`config.mk`:
```
export PLATFORM = sky130hd
export DESIGN_NAME = mem_responder
export DESIGN_NICKNAME = d
export VERILOG_FILES = /design/src/rtl/mem_responder.sv
export SDC_FILE = /design/constraint.sdc
export NUM_CORES = 2
export LEC_CHECK = 0
export ABC_AREA = 1
export BUFFER_PORTS_ARGS = -buffer_cell sky130_fd_sc_hd__buf_2
export CAP_MARGIN = 5
export CORE_ASPECT_RATIO = 0.75
export CORE_MARGIN = 5
export CORE_UTILIZATION = 45
export CTS_BUF_LIST = sky130_fd_sc_hd__clkbuf_8
export CTS_CLUSTER_SIZE = 16
export DETAILED_ROUTE_END_ITERATION = 10
export PLACE_DENSITY = 0.57
export SLEW_MARGIN = 0
export SYNTH_ARGS = -nofsm -noshare
export SYNTH_HDL_FRONTEND = slang
export SYNTH_SLANG_ARGS = --single-unit
```
`constraint.sdc`:
```
create_clock -name clk -period 10.2 [get_ports clk]
set_clock_uncertainty 0.15 [all_clocks]
set_input_delay 1.02 -clock clk [delete_from_list [all_inputs] [get_ports clk]]
set_output_delay 1.02 -clock clk [all_outputs]
set_load 0.05 [all_outputs]
```
`src/rtl/mem_responder.sv`:
```
// mem_responder: memory-side responder for the multicycle MIPS datapath.
// Word-organised unified instruction/data RAM answering one req/ready access at
// a time after LATENCY wait states. Optional misalignment checking is enabled
// by defining MEMRESP_ALIGN_CHECK_EN.
module mem_responder #(
    parameter int unsigned DEPTH   = 64,
    parameter int unsigned LATENCY = 2
) (
    input  logic        clk,
    input  logic        reset,
    input  logic        req,
    input  logic        we,
    input  logic [31:0] addr,
    input  logic [31:0] wd,
    output logic [31:0] rd,
    output logic        ready,
    output logic        busy,
    output logic        err
);

    localparam int unsigned IdxW   = $clog2(DEPTH);
    localparam logic [3:0]  LatCnt = 4'(LATENCY);

    typedef enum logic [1:0] {StIdle, StWait, StDone} state_e;

    state_e      state_q, state_d;
    logic [3:0]  cnt_q, cnt_d;
    logic        we_q;
    logic [31:0] addr_q, wd_q;
    logic [31:0] rd_q, rd_d;

    logic [31:0] mem [DEPTH];

    logic            accept, complete;
    logic            acc_we, acc_mis;
    logic [31:0]     acc_addr, acc_wd;
    logic [IdxW-1:0] acc_idx;

    // In IDLE the live inputs describe the access (needed when LATENCY=0 makes
    // the acceptance edge also the completion edge); otherwise the latched copy.
    assign accept   = (state_q == StIdle) && req;
    assign acc_we   = (state_q == StIdle) ? we   : we_q;
    assign acc_addr = (state_q == StIdle) ? addr : addr_q;
    assign acc_wd   = (state_q == StIdle) ? wd   : wd_q;
    assign acc_idx  = acc_addr[IdxW+1:2];
    assign complete = (accept && (LATENCY == 0)) || ((state_q == StWait) && (cnt_q == 4'd1));

    // Upper address bits wrap; byte-offset bits only matter to the align check.
    logic unused_addr;
    assign unused_addr = ^{acc_addr[31:IdxW+2], acc_addr[1:0]};

`ifdef MEMRESP_ALIGN_CHECK_EN
    logic mis_q;

    assign acc_mis = (state_q == StIdle) ? (addr[1:0] != 2'b00) : mis_q;

    // Remember whether the accepted access was misaligned
    always_ff @(posedge clk or posedge reset) begin
        if (reset) begin
            mis_q <= 1'b0;
        end else if (accept) begin
            mis_q <= acc_mis;
        end
    end

    assign err = (state_q == StDone) && mis_q;
`else
    assign acc_mis = 1'b0;
    assign err     = 1'b0;
`endif

    // State, counter and read-data registers
    always_ff @(posedge clk or posedge reset) begin
        if (reset) begin
            state_q <= StIdle;
            cnt_q   <= 4'd0;
            rd_q    <= 32'd0;
        end else begin
            state_q <= state_d;
            cnt_q   <= cnt_d;
            rd_q    <= rd_d;
        end
    end

    // Capture request fields at acceptance so later input changes are ignored
    always_ff @(posedge clk or posedge reset) begin
        if (reset) begin
            we_q   <= 1'b0;
            addr_q <= 32'd0;
            wd_q   <= 32'd0;
        end else if (accept) begin
            we_q   <= we;
            addr_q <= addr;
            wd_q   <= wd;
        end
    end

    // Next-state, wait-state countdown and read data at completion
    always_comb begin
        state_d = state_q;
        cnt_d   = cnt_q;
        rd_d    = rd_q;
        unique case (state_q)
            StIdle: begin
                if (req) begin
                    if (LATENCY == 0) begin
                        state_d = StDone;
                    end else begin
                        state_d = StWait;
                        cnt_d   = LatCnt;
                    end
                end
            end
            StWait: begin
                cnt_d = cnt_q - 4'd1;
                if (cnt_q == 4'd1) begin
                    state_d = StDone;
                end
            end
            StDone: begin
                state_d = StIdle;
            end
            default: begin
                state_d = StIdle;
            end
        endcase
        if (complete) begin
            if (acc_mis) begin
                rd_d = 32'd0;
            end else if (!acc_we) begin
                rd_d = mem[acc_idx];
            end
        end
    end

    // RAM write at the completion edge; contents survive reset, and a reset
    // coinciding with the edge must not commit the write
    always_ff @(posedge clk) begin
        if (complete && acc_we && !acc_mis && !reset) begin
            mem[acc_idx] <= acc_wd;
        end
    end

    assign rd    = rd_q;
    assign ready = (state_q == StDone);
    assign busy  = (state_q != StIdle);

endmodule
```
## After elaboration in Yosys (flattened, before gate mapping)

Memories as Yosys holds them, arrays and structs flattened. A register that Yosys moved wholly into a read port is not among the register bits.
Index checks and enable logic that the tools add are counted.

- Register bits after elaboration: 47
- Memory bits (writable): 2,048
- Bits of input ports: 68
- Memories: 1

Memory list:

| memory | depth | width | read ports | clocked after Yosys merged registers in | write ports | RTL line | text |
|---|---|---|---|---|---|---|---|
| mem | 64 | 32 | 1 | 1 | 1 | 32 | `logic [31:0] mem [DEPTH];` |

- $add $sub $neg: 1
- Eq/ne operators: 5
- Mux-type cells: 10
- Bitwise operators: 1
- Reductions and logical operators: 11

Operator list:

| kind | count |
|---|---|
| $mux 32 | 1 |
| $mux 8 | 1 |
| $pmux 4 s2 | 1 |
| $reduce_and 2->1 | 3 |
| $eq 4x1->1 const B | 1 |
| $logic_and 1x1->1 | 4 |
| $mux 2 | 2 |
| $mux 4 | 1 |
| $pmux 2 s2 | 1 |
| $reduce_bool 2->1 | 2 |
| $sub 4x1->4 const B | 1 |
| $mux 1 | 3 |
| $eq 2x1->1 const B | 1 |
| $eq 2x2->1 const B | 1 |
| $logic_not 2->1 | 1 |
| $ne 2x1->1 const B | 1 |
| $ne 2x2->1 const B | 1 |
| $logic_not 1->1 | 1 |
| $not 1->1 | 1 |

## Longest topological paths before layout

- Depth in word-level cells: 6
- Mapped depth: 19
- Gate-level depth less buffers: 16

## Worst setup path before layout

OpenSTA, ideal clock, no wires.

- Path type: in2reg
- Start: input addr[7]
- End: memory mem[40][0], enable pin
- Setup time: 0.461 ns
- Arrival time: 4.189 ns
- Setup slack: 5.400 ns
- Stages: 9
- Cells stage by stage: inv_1 > nand2_1 > o21ai_2 > inv_2 > nand3_2 > inv_1 > clkbuf_1 > nand2_1 > nor3_1

- Longest elaborated chain between the ends: 1

RTL lines:

| element | RTL line | text |
|---|---|---|
| start, declared | 13 | `input logic [31:0] addr,` |
| $mux 8 | 43 | `assign acc_addr = (state_q == StIdle) ? addr : addr_q;` |
| end, declared | 32 |  |

No other way between the ends.

## Final worst setup path

- Start: register state_q[1]
- End: memory mem[25][26], enable pin

- Longest elaborated chain between the ends: 6
- Elaborated cells on any way between the ends: 9

RTL lines:

| element | RTL line | text |
|---|---|---|
| start, declared | 26 | `state_e state_q, state_d;` |
| start signal, assigned | 75 | `state_q <= StIdle;` |
| start signal, assigned | 79 | `state_q <= state_d;` |
| $eq 2x1->1 / $logic_not 2->1 (equally long branches) | 46, 42, 43 |  |
| $logic_and 1x1->1 / $mux 1 (equally long branches) | 46, 42 |  |
| $logic_and 1x1->1 (2 in a row) | 139 | `if (complete && acc_we && !acc_mis && !reset) begin` |
| $mux 1 | 139 |  |
| $mux 1 (not written as such) | 140 | `mem[acc_idx] <= acc_wd;` |

Several ways; a longest one is shown, not always the timed one.

==> impl_metrics.env <==
export IMPL_ys_warn_count=0
export IMPL_core_sq_mm=0.200
export IMPL_root_buffer="clkbuf_8"
export IMPL_final_fill_count=18100
export IMPL_ys_flop_type="edfxtp_1"
export IMPL_vias_per_cell=5.35
export IMPL_totalWireLength_um=279000
export IMPL_synthesis_nets=9022
export IMPL_cts_buffer_depth=4
export IMPL_use_met3_pct=4.66
export IMPL_grtUsageMet2_pct=38.4
export IMPL_slowest_delay_ns=0.88
export IMPL_syn_to_final_growth_pct=10.6
export IMPL_port_buffer_count=75
export IMPL_pin_count=103
export IMPL_outcome="finished clean"
export IMPL_ys_seq_elements=2125
export IMPL_rr_worst_depth=8
export IMPL_slew_headroom_pct=24.0
export IMPL_reg2reg_from="state_q[1]"
export IMPL_syn_area_sq_mm=0.0908
export IMPL_syn_area_per_cell_sq_um=10.1
export IMPL_min_delay_worst_endpoint="wd_q[28]"
export IMPL_final_common_cell="nand2_1"
export IMPL_crit_top_cell="nand2_4"
export IMPL_grt_pass1_vias=59200
export IMPL_ant_nets=0
export IMPL_min_period_ns=5.46
export IMPL_syn_instance_count=8952
export IMPL_drc=0
export IMPL_worstMarginPinSlew_ns=1.14
export IMPL_p_per_area_mw_per_mm2=324
export IMPL_gp_congestion=0.812
export IMPL_p_leak_nw=42.0
export IMPL_worstPathArrival_ns=5.89
export IMPL_grt_overflow=0
export IMPL_met1_usage_pct=39.1
export IMPL_r2r_setup_slack_ns=4.74
export IMPL_clk_pin_slew_ns=0.06
export IMPL_wl_per_cell_um=23.4
export IMPL_die_x_um=529
export IMPL_max_vdd_ir_drop_v=0.000661
export IMPL_max_freq_mhz=183
export IMPL_cap_violations=0
export IMPL_die_area_sq_mm=0.211
export IMPL_cts_tree="yes"
export IMPL_cp_slowest_cell="nand3_1"
export IMPL_cts_sinks=2125
export IMPL_grt_pass1_wl_um=405000
export IMPL_start_util_pct=45.3
export IMPL_synth_edf_count=2048
export IMPL_setup_viol=0
export IMPL_hpwl_um=140000
export IMPL_worstPathCellList="inv_1, nand2_4, nand2_4, nand2_8, buf_12, nand3_1, nor2_4, buf_4"
export IMPL_globalRoute_busiestLayer="met1"
export IMPL_cts_buffers=335
export IMPL_h_tree_depth=5
export IMPL_drive_gt1_share_pct=8.45
export IMPL_async_reset_ff_share_pct=3.62
export IMPL_hold_depth=3
export IMPL_grt_max_degree=178
export IMPL_drt_pass1_iter_count=6
export IMPL_cp_max_fo=162
export IMPL_antenna_found_initial=12
export IMPL_crit_required_ns=10.63
export IMPL_setup_tns_ns=0
export IMPL_startpoint_type="flip-flop"
export IMPL_drt_iter0_markers=7197
export IMPL_reg2reg_to="mem[25][26]"
export IMPL_ys_types=29
export IMPL_crit_path_start="state_q[1]"
export IMPL_ys_seq_area_share_pct=69.9
export IMPL_fin_hold_ws_ns=0.186
export IMPL_grt_total_usage_pct=26.0
export IMPL_fp_dieH_um=399
export IMPL_hold_viol_final=0
export IMPL_finalMaxSlewViolations=0
export IMPL_final_cell_mix="5104 x nand2_1, 2048 x edfxtp_1, 761 x nand3_1"
export IMPL_hp_class="primary input to flip-flop"
export IMPL_grt_setup_unrepaired="no"
export IMPL_routed_via_count=63700
export IMPL_insertion_delay_ns=0.95
export IMPL_endpoint_kind="flip-flop"
export IMPL_final_nets=9082
export IMPL_holdCritStartpoint="wd[28]"
export IMPL_path_class="flip-flop to flip-flop"
export IMPL_fin_crit_sh_pct=53.5
export IMPL_placementRows=142
flip-flops by register name (all words and copies together) (netlist names):
name / cells
mem: 2048
rd: 32
wd_q: 32
addr_q: 6
cnt_q: 4
state_q: 2
we_q: 1
report_power, final:
| group | leakage, nW | switching (W) | total, W | internal [W] |
|---|---|---|---|---|
| Clock | 3.48 | 0.00335 | 0.00668 | 0.00333 |
| Combinational | 19.0 | 0.0113 | 0.0143 | 0.00300 |
| Sequential | 19.5 | 0.000144 | 0.0115 | 0.0114 |
| Total | 42.0 | 0.0148 | 0.0325 | 0.0177 |
cells by family (layout without fill, tap and decap cells):
| logic type | count (synthesis) | count (layout) | synth area share (%) |
|---|---|---|---|
| and+or+nand+nor | 6059 | 6059 | 26.3 |
| DFF | 2125 | 2125 | 69.9 |
| buffers and inverters | 670 | 973 | 3.29 |
| AOI/OAI and AO/OA | 94 | 94 | 0.553 |
| adders and majority gates | 2 | 2 | 0.0276 |
| other | 1 | 6 | 0.00413 |
| muxes | 1 | 1 | 0.0110 |
metrics by stage:
stage          setup WS (ns)  area [sq um]  util [%]  power, W  std cells
2_1_floorplan           5.40         90800         -    0.0205       8952
3_3_place_gp            4.57         94500      47.2    0.0256      11300
3_5_place_dp            4.53         94500      47.2    0.0258      11300
4_1_cts                 4.67        100000      50.2    0.0324      11900
5_1_grt                 4.43        100000      50.2    0.0343      11900
6_report                4.74        100000      50.2    0.0325      11900
critical path: cells and delay by family, from the launching register on:
family	cells	cell delay [ns]
simple gates	5	3.22
flops	1	0.42
buf+inv	3	1.18
layout make-up:
type | count | area (sq um) | share of cell area, %
Multi-Input combinational cell | 6157 | 25400 | 25.3
Clock inverter | 234 | 1150 | 1.14
Inverter | 150 | 566 | 0.563
Sequential cell | 2125 | 63400 | 63.2
Tap cell | 2664 | 3330 | 3.32
Clock buffer | 346 | 4760 | 4.74
Timing Repair Buffer | 243 | 1810 | 1.81
Antenna cell | 5 | 12.5 | 0.0125
layer usage:
metal | share of wire (%) | up-vias
li1 | - | 29600
met1 | 44 | 30800
met2 | 43 | 2921
met3 | 9.6 | 427
met4 | 3.1 | 0
met5 | 0 | -
worst max path at each step:
stage | to | cells past startpoint
detailed placement | mem[25][24] | 7
global placement | mem[25][24] | 7
CTS | mem[25][24] | 8
global route | mem[25][26] | 8
finish | mem[25][26] | 8
floorplan | mem[40][0] | 9
Yosys cell counts (7+ instances only):
master	instances	area, sq um
dfrtp_1	77	1930
nor2_1	139	522
edfxtp_1	2048	61500
buf_1	60	225
a21oi_1	7	35.0
clkbuf_1	113	424
nand2_1	5111	19200
or2_2	30	188
nand3_1	761	3810
buf_4	11	82.6
o21ai_0	75	375
buf_2	335	1680
inv_1	145	544
repair_timing:
item | CTS | global route
buffers inserted | 0 | 0
endpoints found under the hold margin | 28 | 0
resized for setup | 0 | 0
hold buffers | 1 | 0
Power figures use the tool's default switching activity.
